### src/rtl/key_pkg.sv
// Shared definitions for the push-button debouncer: state encoding,
// default timing parameters and the blink-mode step helper.
package key_pkg;

    localparam int DEBOUNCE_CYC_DEF = 1_000_000;
    localparam int LONG_CYC_DEF     = 50_000_000;

    localparam logic [1:0] ST_IDLE_ENC       = 2'd0;
    localparam logic [1:0] ST_PRESS_FILT_ENC = 2'd1;
    localparam logic [1:0] ST_DOWN_ENC       = 2'd2;
    localparam logic [1:0] ST_REL_FILT_ENC   = 2'd3;

    typedef enum logic [1:0] {
        ST_IDLE       = ST_IDLE_ENC,
        ST_PRESS_FILT = ST_PRESS_FILT_ENC,
        ST_DOWN       = ST_DOWN_ENC,
        ST_REL_FILT   = ST_REL_FILT_ENC
    } key_state_t;

    function automatic logic [1:0] next_mode(input logic [1:0] mode);
        return mode + 2'd1;
    endfunction

endpackage

### src/rtl/sync_2ff.sv
// Two-flop synchronizer for a single asynchronous level; the reset value
// is chosen by the instantiator so the output idles at the inactive level.
module sync_2ff #(
    parameter logic RST_VAL = 1'b0
) (
    input  logic clk,
    input  logic rst,
    input  logic d,
    output logic q
);

    logic r_meta;
    logic r_sync;

    always_ff @(posedge clk or posedge rst) begin
        if (rst) begin
            r_meta <= RST_VAL;
            r_sync <= RST_VAL;
        end else begin
            r_meta <= d;
            r_sync <= r_meta;
        end
    end

    assign q = r_sync;

endmodule

### src/rtl/key_debounce.sv
// Push-button debouncer with press/release/long-press strobes and a
// 2-bit blink-mode selector stepped by short presses.
//
//   state         | meaning
//   --------------+--------------------------------------------------
//   ST_IDLE       | key released and accepted as released
//   ST_PRESS_FILT | key seen pressed, qualifying it for DEBOUNCE_CYC
//   ST_DOWN       | press accepted, hold counter running toward LONG_CYC
//   ST_REL_FILT   | key seen released, qualifying it; hold counter frozen
module key_debounce
    import key_pkg::*;
#(
    parameter int DEBOUNCE_CYC   = DEBOUNCE_CYC_DEF,
    parameter int LONG_CYC       = LONG_CYC_DEF,
    parameter int KEY_ACTIVE_LOW = 1
) (
    input  logic       clk,
    input  logic       rst,
    input  logic       key_in,
    output logic       key_level,
    output logic       press_pulse,
    output logic       release_pulse,
    output logic       long_pulse,
    output logic [1:0] mode
);

    localparam int FW = $clog2(DEBOUNCE_CYC);
    localparam int HW = $clog2(LONG_CYC);
    localparam logic [FW-1:0] FILT_LAST  = FW'(DEBOUNCE_CYC - 1);
    localparam logic [HW-1:0] HOLD_LAST  = HW'(LONG_CYC - 1);
    localparam logic          IDLE_LEVEL = (KEY_ACTIVE_LOW != 0) ? 1'b1 : 1'b0;

    logic w_key_sync;
    logic w_key_s;

    key_state_t    r_state;
    logic [FW-1:0] r_filt_cnt;
    logic [HW-1:0] r_hold_cnt;
    logic          r_long_done;
    logic          r_key_level;
    logic          r_press;
    logic          r_release;
    logic          r_long;
    logic [1:0]    r_mode;

    sync_2ff #(
        .RST_VAL (IDLE_LEVEL)
    ) u_sync (
        .clk (clk),
        .rst (rst),
        .d   (key_in),
        .q   (w_key_sync)
    );

    assign w_key_s = (KEY_ACTIVE_LOW != 0) ? ~w_key_sync : w_key_sync;

    always_ff @(posedge clk or posedge rst) begin
        if (rst) begin
            r_state     <= ST_IDLE;
            r_filt_cnt  <= '0;
            r_hold_cnt  <= '0;
            r_long_done <= 1'b0;
            r_key_level <= 1'b0;
            r_press     <= 1'b0;
            r_release   <= 1'b0;
            r_long      <= 1'b0;
            r_mode      <= 2'd0;
        end else begin
            r_press   <= 1'b0;
            r_release <= 1'b0;
            r_long    <= 1'b0;

            case (r_state)
                ST_IDLE: begin
                    if (w_key_s) begin
                        r_state    <= ST_PRESS_FILT;
                        r_filt_cnt <= '0;
                    end
                end

                ST_PRESS_FILT: begin
                    if (!w_key_s) begin
                        r_state <= ST_IDLE;
                    end else if (r_filt_cnt == FILT_LAST) begin
                        r_state     <= ST_DOWN;
                        r_press     <= 1'b1;
                        r_key_level <= 1'b1;
                        r_hold_cnt  <= '0;
                        r_long_done <= 1'b0;
                    end else begin
                        r_filt_cnt <= r_filt_cnt + 1'b1;
                    end
                end

                ST_DOWN: begin
                    // Saturated hold counter fires the long strobe once per press.
                    if (r_hold_cnt != HOLD_LAST) begin
                        r_hold_cnt <= r_hold_cnt + 1'b1;
                    end else if (!r_long_done) begin
                        r_long      <= 1'b1;
                        r_long_done <= 1'b1;
                        r_mode      <= 2'd0;
                    end
                    if (!w_key_s) begin
                        r_state    <= ST_REL_FILT;
                        r_filt_cnt <= '0;
                    end
                end

                ST_REL_FILT: begin
                    if (w_key_s) begin
                        r_state <= ST_DOWN;
                    end else if (r_filt_cnt == FILT_LAST) begin
                        r_state     <= ST_IDLE;
                        r_release   <= 1'b1;
                        r_key_level <= 1'b0;
                        if (!r_long_done) begin
                            r_mode <= next_mode(r_mode);
                        end
                    end else begin
                        r_filt_cnt <= r_filt_cnt + 1'b1;
                    end
                end

                default: begin
                    r_state <= ST_IDLE;
                end
            endcase
        end
    end

    assign key_level     = r_key_level;
    assign press_pulse   = r_press;
    assign release_pulse = r_release;
    assign long_pulse    = r_long;
    assign mode          = r_mode;

endmodule

### config.mk
export PLATFORM = sky130hd
export DESIGN_NAME = key_debounce
export DESIGN_NICKNAME = d
export VERILOG_FILES = /design/src/rtl/key_pkg.sv /design/src/rtl/sync_2ff.sv /design/src/rtl/key_debounce.sv
export SDC_FILE = /design/constraint.sdc
export NUM_CORES = 1
export LEC_CHECK = 0
export ABC_AREA = 0
export BUFFER_PORTS_ARGS = -buffer_cell sky130_fd_sc_hd__buf_4
export CORE_MARGIN = 2
export CORE_UTILIZATION = 40
export DETAILED_ROUTE_END_ITERATION = 10
export GPL_TIMING_DRIVEN = 0
export PLACE_DENSITY = 0.63
export SETUP_SLACK_MARGIN = 0.05
export SLEW_MARGIN = 20
export SYNTH_ARGS = -nofsm -noshare
export SYNTH_HDL_FRONTEND = slang
export SYNTH_SLANG_ARGS = --single-unit
### constraint.sdc
create_clock -name clk -period 5.36 [get_ports clk]
set_input_delay 0.268 -clock clk [delete_from_list [all_inputs] [get_ports clk]]
set_output_delay 0.268 -clock clk [all_outputs]
set_load 0.005 [all_outputs]
Yosys cells after proc, flatten, opt, wreduce, memory -nomap -nowiden
Index checks and enable logic that the tools add are counted.
Widths: inputs -> output; s select.
{"block": "word_totals", "regBits": 57, "out_inout_bits": 6, "input_bits": 3, "elab_cells": 80}
{"block": "classes", "muxes": 39, "reduce_logical": 10, "eq_ne": 17, "addsub": 3}
{"cell": "$mux 20", "count": 5}
{"cell": "$pmux 20 s4", "count": 1}
{"cell": "$mux 26", "count": 3}
{"cell": "$pmux 26 s2", "count": 1}
{"cell": "$add 26x1->26 const B", "count": 1}
{"cell": "$ne 26x26->1 const B", "count": 1}
{"cell": "$mux 2", "count": 11}
{"cell": "$add 20x1->20 const B", "count": 1}
{"cell": "$eq 20x20->1 const B", "count": 1}
{"cell": "$ne 2x2->1 const B", "count": 8}
{"cell": "$reduce_and 4->1", "count": 4}
{"cell": "$mux 1", "count": 14}
{"cell": "$pmux 2 s4", "count": 1}
{"cell": "$reduce_and 6->1", "count": 1}
{"cell": "$reduce_bool 2->1", "count": 3}
{"cell": "$reduce_and 5->1", "count": 1}
{"cell": "$eq 2x2->1 const B", "count": 2}
{"cell": "$ne 2x1->1 const B", "count": 2}
{"cell": "$pmux 1 s2", "count": 2}
{"cell": "$pmux 2 s2", "count": 1}
{"cell": "$ne 3x2->1 const B", "count": 1}
{"cell": "$ne 3x3->1 const B", "count": 1}
{"cell": "$add 2x1->2 const B", "count": 1}
{"cell": "$eq 2x1->1 const B", "count": 1}
{"cell": "$logic_not 2->1", "count": 1}

Longest topological paths before layout
Gate-level depths: netlist of run 1.
{"block": "depth", "depth_word": 5, "ltp_mapped": 8, "mapped_depth_nobuf": 7}

Cells and area by module
From an unflattened synthesis of run 1, not the netlist that was laid out.
{"block": "unflattened", "cells_unflattened": 308, "hier_area_um2": 2931.6}
{"module": "key_debounce", "seq_area_each_um2": 1376.3, "n_inst": 1, "cells_each": 305, "area_per_inst_um2": 2875.3}
{"module": "sync_2ff", "seq_area_each_um2": 52.6, "n_inst": 1, "cells_each": 3, "area_per_inst_um2": 56.3}

Worst setup path before layout of run 1
No wires, ideal clock.
{"block": "synth_path", "path_kind": "register to register", "startpoint": "register r_hold_cnt[8]", "endpoint": "register r_mode[0], in the netlist mode[0]", "slack_ns": 3.110, "setup_ns": 0.120, "synth_period_minus_slack_ns": 2.250, "stages_incl_launch_ff": 8, "required_ns": 5.240, "t_arrival_ns": 2.129, "path_buffers": 2, "cell_sequence": "dfrtp_1 or4_1 or4b_1 buf_2 o21ai_4 buf_6 a31oi_1 a41o_1"}
{"block": "synth_via", "elab_chain_len": 3}
{"item": "start, declared", "line": "key_debounce.sv:38", "source": "logic [HW-1:0] r_hold_cnt;"}
{"item": "start signal, assigned", "line": "key_debounce.sv:98", "source": "r_hold_cnt <= r_hold_cnt + 1'b1;"}
{"item": "$ne 26x26->1", "line": "key_debounce.sv:97", "source": "if (r_hold_cnt != HOLD_LAST) begin"}
{"item": "$ne 2x2->1 (no source line)"}
{"item": "$reduce_and 6->1 (no source line)"}
{"item": "end signal, assigned", "line": "key_debounce.sv:118", "source": "r_mode <= next_mode(r_mode);"}
{"item": "end, declared", "line": "key_debounce.sv:44", "source": "logic [1:0] r_mode;"}
No other way between the ends.
A chain may end at the register's enable or synchronous reset.

Worst setup path after layout of run 1
{"block": "layout_path", "startpoint": "register r_filt_cnt[1]", "endpoint": "register r_hold_cnt[15]"}
{"block": "layout_via", "elab_chain_len": 3}
{"item": "start, declared", "line": "key_debounce.sv:37", "source": "logic [FW-1:0] r_filt_cnt;"}
{"item": "start signal, assigned", "line": "key_debounce.sv:91", "source": "r_filt_cnt <= r_filt_cnt + 1'b1;"}
{"item": "start signal, assigned", "line": "key_debounce.sv:121", "source": "r_filt_cnt <= r_filt_cnt + 1'b1;"}
{"item": "$eq 20x20->1", "line": "key_debounce.sv:84", "source": "end else if (r_filt_cnt == FILT_LAST) begin"}
{"item": "$ne 2x2->1 (no source line)"}
{"item": "$reduce_and 4->1 (no source line)"}
No other way between the ends.

==> impl_metrics.env, run 1 <==
export IMPL_yosys_area_share_simple_pct=26.4
export IMPL_drtPass1Iterations=4
export IMPL_grt_pass1_wl_mm=11.5
export IMPL_cap_violations=0
export IMPL_fmax_mhz=375
export IMPL_utilization_pct=47.3
export IMPL_synth_top_area_share_pct=45.2
export IMPL_fin_worst_skew_ns=0.00958
export IMPL_p_int_mw=0.680
export IMPL_diodes=0
export IMPL_wirelength_mm=6.64
export IMPL_async_flop_share_pct=100
export IMPL_critPathKind="reg -> reg"
export IMPL_grt_max_degree=57
export IMPL_cp_start_kind="register"
export IMPL_synth_compound_area_share_pct=16.8
export IMPL_switching_power_mw=0.194
export IMPL_cts_htree_levels=3
export IMPL_hold_class="in -> reg"
export IMPL_area_growth_pct=13.8
export IMPL_cts_tree="yes"
export IMPL_synth_edf_count=0
export IMPL_placedInstanceArea_mm2=0.00326
export IMPL_rows=31
export IMPL_p_leak_nw=1.44
export IMPL_dp_cells=441
export IMPL_tightest_slew_ns=0.666
export IMPL_grt_overflow=0
export IMPL_rsz0062_at_grt="false"
export IMPL_period_share_pct=49.8
export IMPL_syn_inst=333
export IMPL_ctsResizeCount=0
export IMPL_synth_top_family_by_area="simple AND/OR/NAND/NOR gates"
export IMPL_yosysTopAreaCell="dfrtp_1"
export IMPL_cts_buffer_depth=2
export IMPL_cp_arrival_ns=2.87
export IMPL_power_frac_comb_pct=3.4
export IMPL_synth_fa_ha_area_share_pct=0.821
export IMPL_slowest_stage="or3_1"
export IMPL_numCtsBuffers=9
export IMPL_sequentialPowerShare_pct=50.2
export IMPL_final_cell_mix="dfrtp_1 (55), nand2_1 (26), a21oi_1 (25), nor2_1 (21), nand3_1 (21)"
export IMPL_crit_path_end_kind="register"
export IMPL_switching_share_pct=22.2
export IMPL_cts_sinks=57
export IMPL_yosysSeqAreaShare_pct=46.9
export IMPL_path_common_cell="or3_1"
export IMPL_synth_area_leaders="dfrtp_1 (45%), a21oi_1 (4.1%), nand3_1 (3.4%), or3_1 (3.3%), nand2_1 (3.2%)"
export IMPL_fin_cells=457
export IMPL_synthMuxAreaShare_pct=0.986
export IMPL_synth_cell_types=51
export IMPL_place_congestion=0.795
export IMPL_die_y_um=91.3
export IMPL_ys_seq_elements=57
export IMPL_insertion_delay_ns=0.34
export IMPL_initial_utilization_pct=41.6
export IMPL_cpLargestDelayFamily="simple AND/OR/NAND/NOR gates"
export IMPL_power_density_mw_per_mm2=252
export IMPL_num_vias=2545
export IMPL_max_slew_margin_pct=55.5
export IMPL_hold_violations=0
export IMPL_cts_reportedPaths_clkPinSlew_ns=0.07
export IMPL_die_area_mm2=0.00833
export IMPL_grt_pass1_vias=2402
export IMPL_report_final_slew_viol_count=0
export IMPL_core_area_mm2=0.00733
export IMPL_drt_antenna_violating_nets=0
export IMPL_synth_area_mm2=0.00305
export IMPL_cts_root_buffer="clkbuf_8"
export IMPL_fin_area_mm2=0.00347
export IMPL_fillers=687
export IMPL_grt_use_total_pct=17.2
export IMPL_final_layout_size_suffix_gt1_share_pct=10.1
export IMPL_final_nets=359
export IMPL_synthesis_nets=338
export IMPL_io_pins=9
export IMPL_max_stage_delay_ns=0.41
export IMPL_worstPathMaxFanout=10
export IMPL_dp_hpwl_mm=4.51
export IMPL_synthXorXnorAreaFrac_pct=3.74
export IMPL_setup_viol=0
export IMPL_wire_per_inst_um=14.5
export IMPL_cp_required_ns=5.57
export IMPL_drc=0
export IMPL_tns_ns=0
export IMPL_critPathBufInv=3
export IMPL_viasPerCell=5.57
export IMPL_status="finished, final reports clean"
export IMPL_pwr_share_clk_pct=46.4
export IMPL_finalCriticalPeriod_ns=2.67
export IMPL_avgSynthCellArea_um2=9.15
export IMPL_yosys_warnings=0
export IMPL_final_common_cell="dfrtp_1"
export IMPL_synth_flop_cell="dfrtp_1"
export IMPL_drt_iter0_markers=161
export IMPL_peakVddDrop_mv=0.105
export IMPL_port_buffers=8
export IMPL_dieWidth_um=91.3
export IMPL_worstPathCellList="ha_1 -> nand4_1 -> or3_1 -> or3_1 -> clkbuf_1 -> inv_1 -> buf_1 -> nor2_1"
export IMPL_antenna_found_initial=0
==> metal layers <==
metal,routed length [µm],global-route usage (%),share of wire (%),vias to the layer above
li1,-,-,-,1281
met1,3460,25.1,52,1207
met2,2870,25.0,43,47
met3,204,3.07,3.1,10
met4,108,7.58,1.6,0
met5,0,0,0,-
==> Yosys cell counts, types with 3 or more instances <==
cell / instances
o21ai_0: 19
inv_1: 15
clkbuf_1: 10
xnor2_1: 7
nor3_1: 13
a31oi_1: 4
and4_1: 6
nand3_1: 21
or3_1: 16
and3_1: 6
a21oi_1: 25
o211ai_1: 4
or4_1: 7
xor2_1: 6
dfrtp_1: 55
mux2i_1: 3
nand2_1: 26
o31ai_1: 4
nand4_1: 12
buf_1: 3
nor2_1: 21
and2_1: 4
nor4_1: 6
a22o_1: 3
==> through the flow <==
| step | hold WS, ns | power [mW] | setup WS (ns) |
|---|---|---|---|
| floorplan | 0.272 | 0.464 | 3.11 |
| global placement | 0.347 | 0.473 | 2.66 |
| detailed placement | 0.308 | 0.476 | 2.69 |
| CTS | 0.0287 | 0.882 | 2.67 |
| global route | 0.0283 | 0.908 | 2.48 |
| finish | 0.0413 | 0.874 | 2.69 |
==> power groups by stage <==
stage / Combinational, mW / Clock [mW] / Sequential [mW]
6_report: 0.0294 / 0.406 / 0.438
3_5_place_dp: 0.0298 / 0 / 0.446
5_1_grt: 0.0341 / 0.435 / 0.439
3_3_place_gp: 0.0268 / 0 / 0.446
2_1_floorplan: 0.0190 / 0 / 0.445
4_1_cts: 0.0304 / 0.413 / 0.438
==> area by class of cell <==
type | count | area, µm² | area share (%)
Inverter | 16 | 62.6 | 1.81
Multi-Input combinational cell | 244 | 1490 | 42.9
Clock inverter | 3 | 40.0 | 1.16
Tap cell | 99 | 124 | 3.57
Buffer | 16 | 72.6 | 2.09
Sequential cell | 57 | 1430 | 41.2
Clock buffer | 12 | 155 | 4.48
Timing Repair Buffer | 10 | 97.6 | 2.82
==> path summary, 6_finish.rpt <==
check	from	cells past startpoint	to	slack (ns)
max	r_filt_cnt[1]	8	r_hold_cnt[15]	2.69
min	key_in	1	u_sync.r_meta	0.04
max reg2reg	r_filt_cnt[1]	8	r_hold_cnt[15]	2.69
min reg2reg	u_sync.r_meta	0	u_sync.q	0.36
max in group asynchronous	rst	4	u_sync.q	4.54
min in group asynchronous	rst	3	u_sync.r_meta	0.51
==> what timing repair did <==
item                                   4_1_cts  5_1_grt
setup buffers                                0        0
hold buffers                                 1        0
endpoints found under the hold margin        9        0
==> flip-flops by register name (all words and copies together), names as in the netlist, named ones only <==
register       count
r_hold_cnt        26
press_pulse        1
mode               2
u_sync.r_meta      1
r_long_done        1
long_pulse         1
r_state            1
key_level          1
release_pulse      1
r_filt_cnt        20
u_sync.q           1
==> cells by family after synthesis <==
group	after synthesis
simple gates	147
compound gates	79
flops	57
buf+inv	32
xor+xnor	13
mux	3
fa+ha+maj	2
No activity file was read; power rests on OpenSTA's default activity.
==> inputs of run 2 (changes only) <==
--- a/config.mk
+++ b/config.mk
@@ -11,7 +11,7 @@
 export CORE_UTILIZATION = 40
 export DETAILED_ROUTE_END_ITERATION = 10
 export GPL_TIMING_DRIVEN = 0
-export PLACE_DENSITY = 0.63
+export PLACE_DENSITY = 0.65
 export SETUP_SLACK_MARGIN = 0.05
 export SLEW_MARGIN = 20
 export SYNTH_ARGS = -nofsm -noshare
==> constraint.sdc (replaced) <==
create_clock -name clk -period 2.45 [get_ports clk]
set_input_delay 0.1225 -clock clk [delete_from_list [all_inputs] [get_ports clk]]
set_output_delay 0.1225 -clock clk [all_outputs]
set_load 0.005 [all_outputs]
==> run 2 against run 1 <==
Against the previous run:
- total power grew 140%
- maximum frequency increased by 13%
- worst setup slack worse by 2.6 ns
- clock power rose to 2.5 times the previous value
- critical path depth shrank 1
- count of clock-buffer cells in the layout increased by 2
- non-clock buffer count grew 6
- critical path type unchanged
- largest cell class unchanged
- highest routed layer unchanged
==> impl_metrics.env, run 2 (synthesized netlist as in run 1, its figures left out) <==
export IMPL_dp_hpwl_mm=4.47
export IMPL_numCtsBuffers=9
export IMPL_period_share_pct=96.4
export IMPL_port_buffers=8
export IMPL_drc=0
export IMPL_wirelength_mm=6.89
export IMPL_final_layout_size_suffix_gt1_share_pct=14.8
export IMPL_switching_share_pct=20.8
export IMPL_die_y_um=91.3
export IMPL_worstPathMaxFanout=7
export IMPL_crit_path_end_kind="register"
export IMPL_io_pins=9
export IMPL_dieWidth_um=91.3
export IMPL_cp_start_kind="register"
export IMPL_drt_iter0_markers=175
export IMPL_largest_register_ffs=26
export IMPL_drtPass1Iterations=5
export IMPL_cts_htree_levels=3
export IMPL_hold_class="reg -> reg"
export IMPL_r2r_cells=7
export IMPL_power_frac_comb_pct=3.1
export IMPL_placedInstanceArea_mm2=0.00326
export IMPL_hold_path_depth=0
export IMPL_final_common_cell="dfrtp_1"
export IMPL_grt_overflow=0
export IMPL_diodes=0
export IMPL_p_int_mw=1.63
export IMPL_rsz0062_at_grt="true"
export IMPL_cts_buffer_depth=2
export IMPL_area_growth_pct=18.3
export IMPL_cts_tree="yes"
export IMPL_peakVddDrop_mv=0.199
export IMPL_cts_reportedPaths_clkPinSlew_ns=0.07
export IMPL_die_area_mm2=0.00833
export IMPL_r2r_end="mode[0]"
export IMPL_grt_use_total_pct=17.7
export IMPL_report_final_slew_viol_count=0
export IMPL_cts_sinks=57
export IMPL_finalCriticalPeriod_ns=2.36
export IMPL_critPathKind="reg -> reg"
export IMPL_antenna_found_initial=0
export IMPL_place_congestion=0.761
export IMPL_utilization_pct=49.2
export IMPL_initial_utilization_pct=41.6
export IMPL_cts_root_buffer="clkbuf_8"
export IMPL_fin_area_mm2=0.00360
export IMPL_final_nets=365
export IMPL_setup_viol=0
export IMPL_max_slew_margin_pct=56.0
export IMPL_largest_register="r_hold_cnt"
export IMPL_grt_pass1_vias=2468
export IMPL_switching_power_mw=0.428
export IMPL_insertion_delay_ns=0.34
export IMPL_cap_violations=0
export IMPL_cp_arrival_ns=2.59
export IMPL_r2r_start="r_hold_cnt[8]"
export IMPL_r2r_slack_ns=0.09
export IMPL_sequentialPowerShare_pct=46.7
export IMPL_viasPerCell=5.60
export IMPL_fmax_mhz=423
export IMPL_pwr_share_clk_pct=50.2
export IMPL_holdWs_ns=0.357
export IMPL_grt_pass1_wl_mm=11.8
export IMPL_drt_antenna_violating_nets=0
export IMPL_wire_per_inst_um=14.8
export IMPL_final_cell_mix="dfrtp_1 (53), nand2_1 (25), a21oi_1 (25), nor2_1 (21), nand3_1 (21)"
export IMPL_hold_violations=0
export IMPL_rows=31
export IMPL_num_vias=2598
export IMPL_hold_end="u_sync.q"
export IMPL_fin_worst_skew_ns=0.0134
export IMPL_cp_required_ns=2.68
export IMPL_tightest_slew_ns=0.655
export IMPL_hp_start="u_sync.r_meta"
export IMPL_grt_max_degree=58
export IMPL_power_density_mw_per_mm2=571
export IMPL_p_leak_nw=1.51
export IMPL_status="finished, final reports clean"
export IMPL_core_area_mm2=0.00733
## run 2: cell count changes in the layout (fill, tap and decap cells not counted), moves of 2 or more
| cell | before | now |
|---|---|---|
| dfrtp_2 | 0 | 2 |
| buf_4 | 9 | 17 |
| dfrtp_1 | 55 | 53 |
| clkinv_2 | 2 | 0 |
| clkbuf_1 | 11 | 7 |
| buf_1 | 3 | 1 |
## run 2: layer usage
layer	global-route usage [%]	up-vias	wire length [µm]
met3	4.32	7	329
li1	-	1282	-
met5	0	-	0
met4	6.82	0	94
met1	25.0	1245	3440
met2	26.3	64	3020
## run 2: area by class of cell
type,count,area [µm²]
Fill cell,669,3730
Clock buffer,14,173
Sequential cell,57,1430
Buffer,14,82.6
Multi-Input combinational cell,244,1510
Tap cell,99,124
Inverter,16,62.6
Clock inverter,2,60.1
Timing Repair Buffer,18,160
## run 2: power groups by stage
stage | registers [mW] | logic [mW] | clock network (mW)
detailed placement | 0.976 | 0.0653 | 0
finish | 0.962 | 0.0635 | 1.03
global placement | 0.976 | 0.0584 | 0
CTS | 0.959 | 0.0676 | 1.04
floorplan | 0.974 | 0.0416 | 0
global route | 0.963 | 0.0729 | 1.09
## run 2: through the flow
step                instances  setup TNS (ns)  setup slack, ns  total power [mW]
floorplan                 333               0            0.200              1.02
global placement          440           -2.62           -0.249              1.03
detailed placement        441           -2.76           -0.264              1.04
CTS                       459               0           0.0472              2.07
global route              464               0           0.0295              2.12
finish                    464               0           0.0872              2.06
## run 2: worst max path at each step
| stage | start | end | slack [ns] | cells after the start |
|---|---|---|---|---|
| detailed placement | r_filt_cnt[1] | r_hold_cnt[15] | -0.26 | 8 |
| global route | r_hold_cnt[16] | mode[0] | 0.03 | 7 |
| finish | r_hold_cnt[8] | mode[0] | 0.09 | 7 |
| global placement | r_filt_cnt[1] | r_hold_cnt[18] | -0.25 | 8 |
| floorplan | r_hold_cnt[8] | mode[0] | 0.20 | 7 |
| CTS | r_filt_cnt[1] | r_hold_cnt[15] | 0.05 | 7 |
## run 2: repair_timing
action / in CTS / in global routing
setup buffers: 1 / 5
setup endpoints to repair: 28 / 41
pin swaps: 1 / 3
hold buffers: 2 / 0
gates resized for setup: 4 / 18
hold endpoints to repair: 56 / 0
gates cloned: 0 / 1
## run 2: critical path, stage by stage, from the launching register on
cell     delay (ns)
dfrtp_2        0.43
or4_1          0.51
or4b_1         0.51
buf_6          0.17
o21ai_4        0.20
buf_6          0.15
a31oi_1        0.07
a41o_1         0.21
==> inputs of run 3 (changes only) <==
==> constraint.sdc (replaced) <==
create_clock -name clk -period 2.45 [get_ports clk]
set_input_delay 0.3675 -clock clk [delete_from_list [all_inputs] [get_ports clk]]
set_output_delay 0.3675 -clock clk [all_outputs]
set_load 0.005 [all_outputs]
==> run 3 against run 2 <==
Against the previous run:
- final cell count fell by 0.43%
- global-route usage about the same
- worst setup slack worse by 0.0026 ns
- largest power group unchanged
- utilization down 0.27 points
- highest routed layer unchanged
- final area shrank 0.56%
==> impl_metrics.env, run 3 (synthesized netlist as in run 1, its figures left out) <==
export IMPL_numCtsBuffers=9
export IMPL_grt_busiest_layer="met2"
export IMPL_fmax_mhz=423
export IMPL_preCtsSetupSlack_ns=-0.264
export IMPL_io_pins=9
export IMPL_grt_use_total_pct=17.7
export IMPL_cts_tree="yes"
export IMPL_p_leak_nw=1.50
export IMPL_p_int_mw=1.63
export IMPL_placedInstanceArea_mm2=0.00326
export IMPL_drt_iter0_markers=162
export IMPL_cp_required_ns=2.68
export IMPL_met3_usage_pct=4.32
export IMPL_report_final_slew_viol_count=0
export IMPL_largest_register_ffs=26
export IMPL_r2r_start="r_hold_cnt[8]"
export IMPL_grt_overflow=0
export IMPL_cap_violations=0
export IMPL_period_share_pct=96.5
export IMPL_setup_viol=0
export IMPL_grt_pass1_wl_mm=11.8
export IMPL_fin_worst_skew_ns=0.0133
export IMPL_startpoint="r_hold_cnt[8]"
export IMPL_num_vias=2595
export IMPL_cts_sinks=57
export IMPL_grt_max_degree=58
export IMPL_hold_class="in -> async"
export IMPL_peakVddDrop_mv=0.199
export IMPL_dp_cells=441
export IMPL_tns_ns=0
export IMPL_r2r_slack_ns=0.08
export IMPL_finalPower_mw=2.05
export IMPL_pwr_share_clk_pct=50.1
export IMPL_initial_utilization_pct=41.6
export IMPL_max_slew_margin_pct=55.3
export IMPL_fillers=673
export IMPL_final_nets=363
export IMPL_power_density_mw_per_mm2=572
export IMPL_sequentialPowerShare_pct=46.9
export IMPL_drt_antenna_violating_nets=0
export IMPL_insertion_delay_ns=0.34
export IMPL_use_met2_pct=26.2
export IMPL_setup_ws_ns=0.0845
export IMPL_largest_register="r_hold_cnt"
export IMPL_drtPass1Iterations=5
export IMPL_viasPerCell=5.62
export IMPL_wire_per_inst_um=14.9
export IMPL_dieWidth_um=91.3
export IMPL_antenna_found_initial=0
export IMPL_final_cell_mix="dfrtp_1 (53), nand2_1 (25), a21oi_1 (25), nor2_1 (21), nand3_1 (21)"
export IMPL_cp_arrival_ns=2.59
export IMPL_crit_path_end_kind="register"
export IMPL_area_growth_pct=17.7
export IMPL_diodes=0
export IMPL_fin_cells=462
export IMPL_worstPathMaxFanout=7
export IMPL_cts_reportedPaths_clkPinSlew_ns=0.07
export IMPL_tightest_slew_ns=0.666
export IMPL_final_layout_size_suffix_gt1_share_pct=14.9
export IMPL_rsz0062_at_grt="true"
export IMPL_die_y_um=91.3
export IMPL_wirelength_mm=6.90
export IMPL_finalCriticalPeriod_ns=2.37
export IMPL_port_buffers=8
export IMPL_switching_power_mw=0.423
export IMPL_switching_share_pct=20.6
export IMPL_postCtsHoldBufs=0
export IMPL_hold_violations=0
export IMPL_dp_hpwl_mm=4.47
export IMPL_power_frac_comb_pct=3.0
export IMPL_met1_usage_pct=25.0
export IMPL_cp_start_kind="register"
export IMPL_cts_root_buffer="clkbuf_8"
export IMPL_die_area_mm2=0.00833
export IMPL_place_congestion=0.761
export IMPL_fin_area_mm2=0.00358
export IMPL_rows=31
export IMPL_core_area_mm2=0.00733
export IMPL_grt_pass1_vias=2462
export IMPL_drc=0
export IMPL_status="finished, final reports clean"
export IMPL_final_common_cell="dfrtp_1"
export IMPL_cts_htree_levels=3
export IMPL_cts_buffer_depth=2
export IMPL_critPathKind="reg -> reg"
==> run 3: cell types whose count changed in the layout (fill, tap and decap cells not counted), sizes merged <==
cell,delta
dlygate4sd3,-2
==> run 3: repair_timing <==
action | in CTS | in global routing
hold endpoints to repair | 0 | 0
setup endpoints to repair | 28 | 41
cloned | 0 | 1
pin swaps | 1 | 3
gates resized for setup | 4 | 18
setup buffers | 1 | 5
==> run 3: layout make-up <==
class | instances | area (µm²) | share of cell area, %
sequential | 57 | 1430 | 39.9
multi-input combinational | 244 | 1510 | 42.2
buffer | 14 | 82.6 | 2.30
inverter | 16 | 62.6 | 1.75
clock inverter | 2 | 60.1 | 1.68
clock buffer | 14 | 173 | 4.82
timing repair buffer | 16 | 140 | 3.91
tap | 99 | 124 | 3.46
==> run 3: routing by layer <==
metal / vias to the layer above / wire length [µm]
met2: 48 / 3120
met4: 0 / 95
li1: 1282 / -
met5: - / 0
met1: 1257 / 3410
met3: 8 / 275
==> run 3: final timing paths <==
path	endpoint	cells after the start
max in group asynchronous	u_sync.q	3
max	mode[0]	7
min in group clk	u_sync.r_meta	1
min	r_filt_cnt[18]	3
min reg2reg	u_sync.q	0
max reg2reg	mode[0]	7
==> run 3: power by group through the flow <==
stage / clock network, mW / registers, mW / logic, mW
finish: 1.03 / 0.962 / 0.0612
global route: 1.09 / 0.963 / 0.0703
CTS: 1.04 / 0.959 / 0.0651
detailed placement: 0 / 0.976 / 0.0653
global placement: 0 / 0.976 / 0.0584
floorplan: 0 / 0.974 / 0.0416
==> run 3: metrics by stage <==
stage	hold WS (ns)	util (%)
3_3_place_gp	0.347	44.1
3_5_place_dp	0.348	44.5
5_1_grt	0.0936	48.9
4_1_cts	0.0910	47.8
2_1_floorplan	0.345	-
6_report	0.0783	48.9
==> run 3: critical path, stage by stage (launching register included) <==
cell	delay [ns]
dfrtp_2	0.43
or4_1	0.52
or4b_1	0.51
buf_6	0.17
o21ai_4	0.20
buf_6	0.15
a31oi_1	0.07
a41o_1	0.21
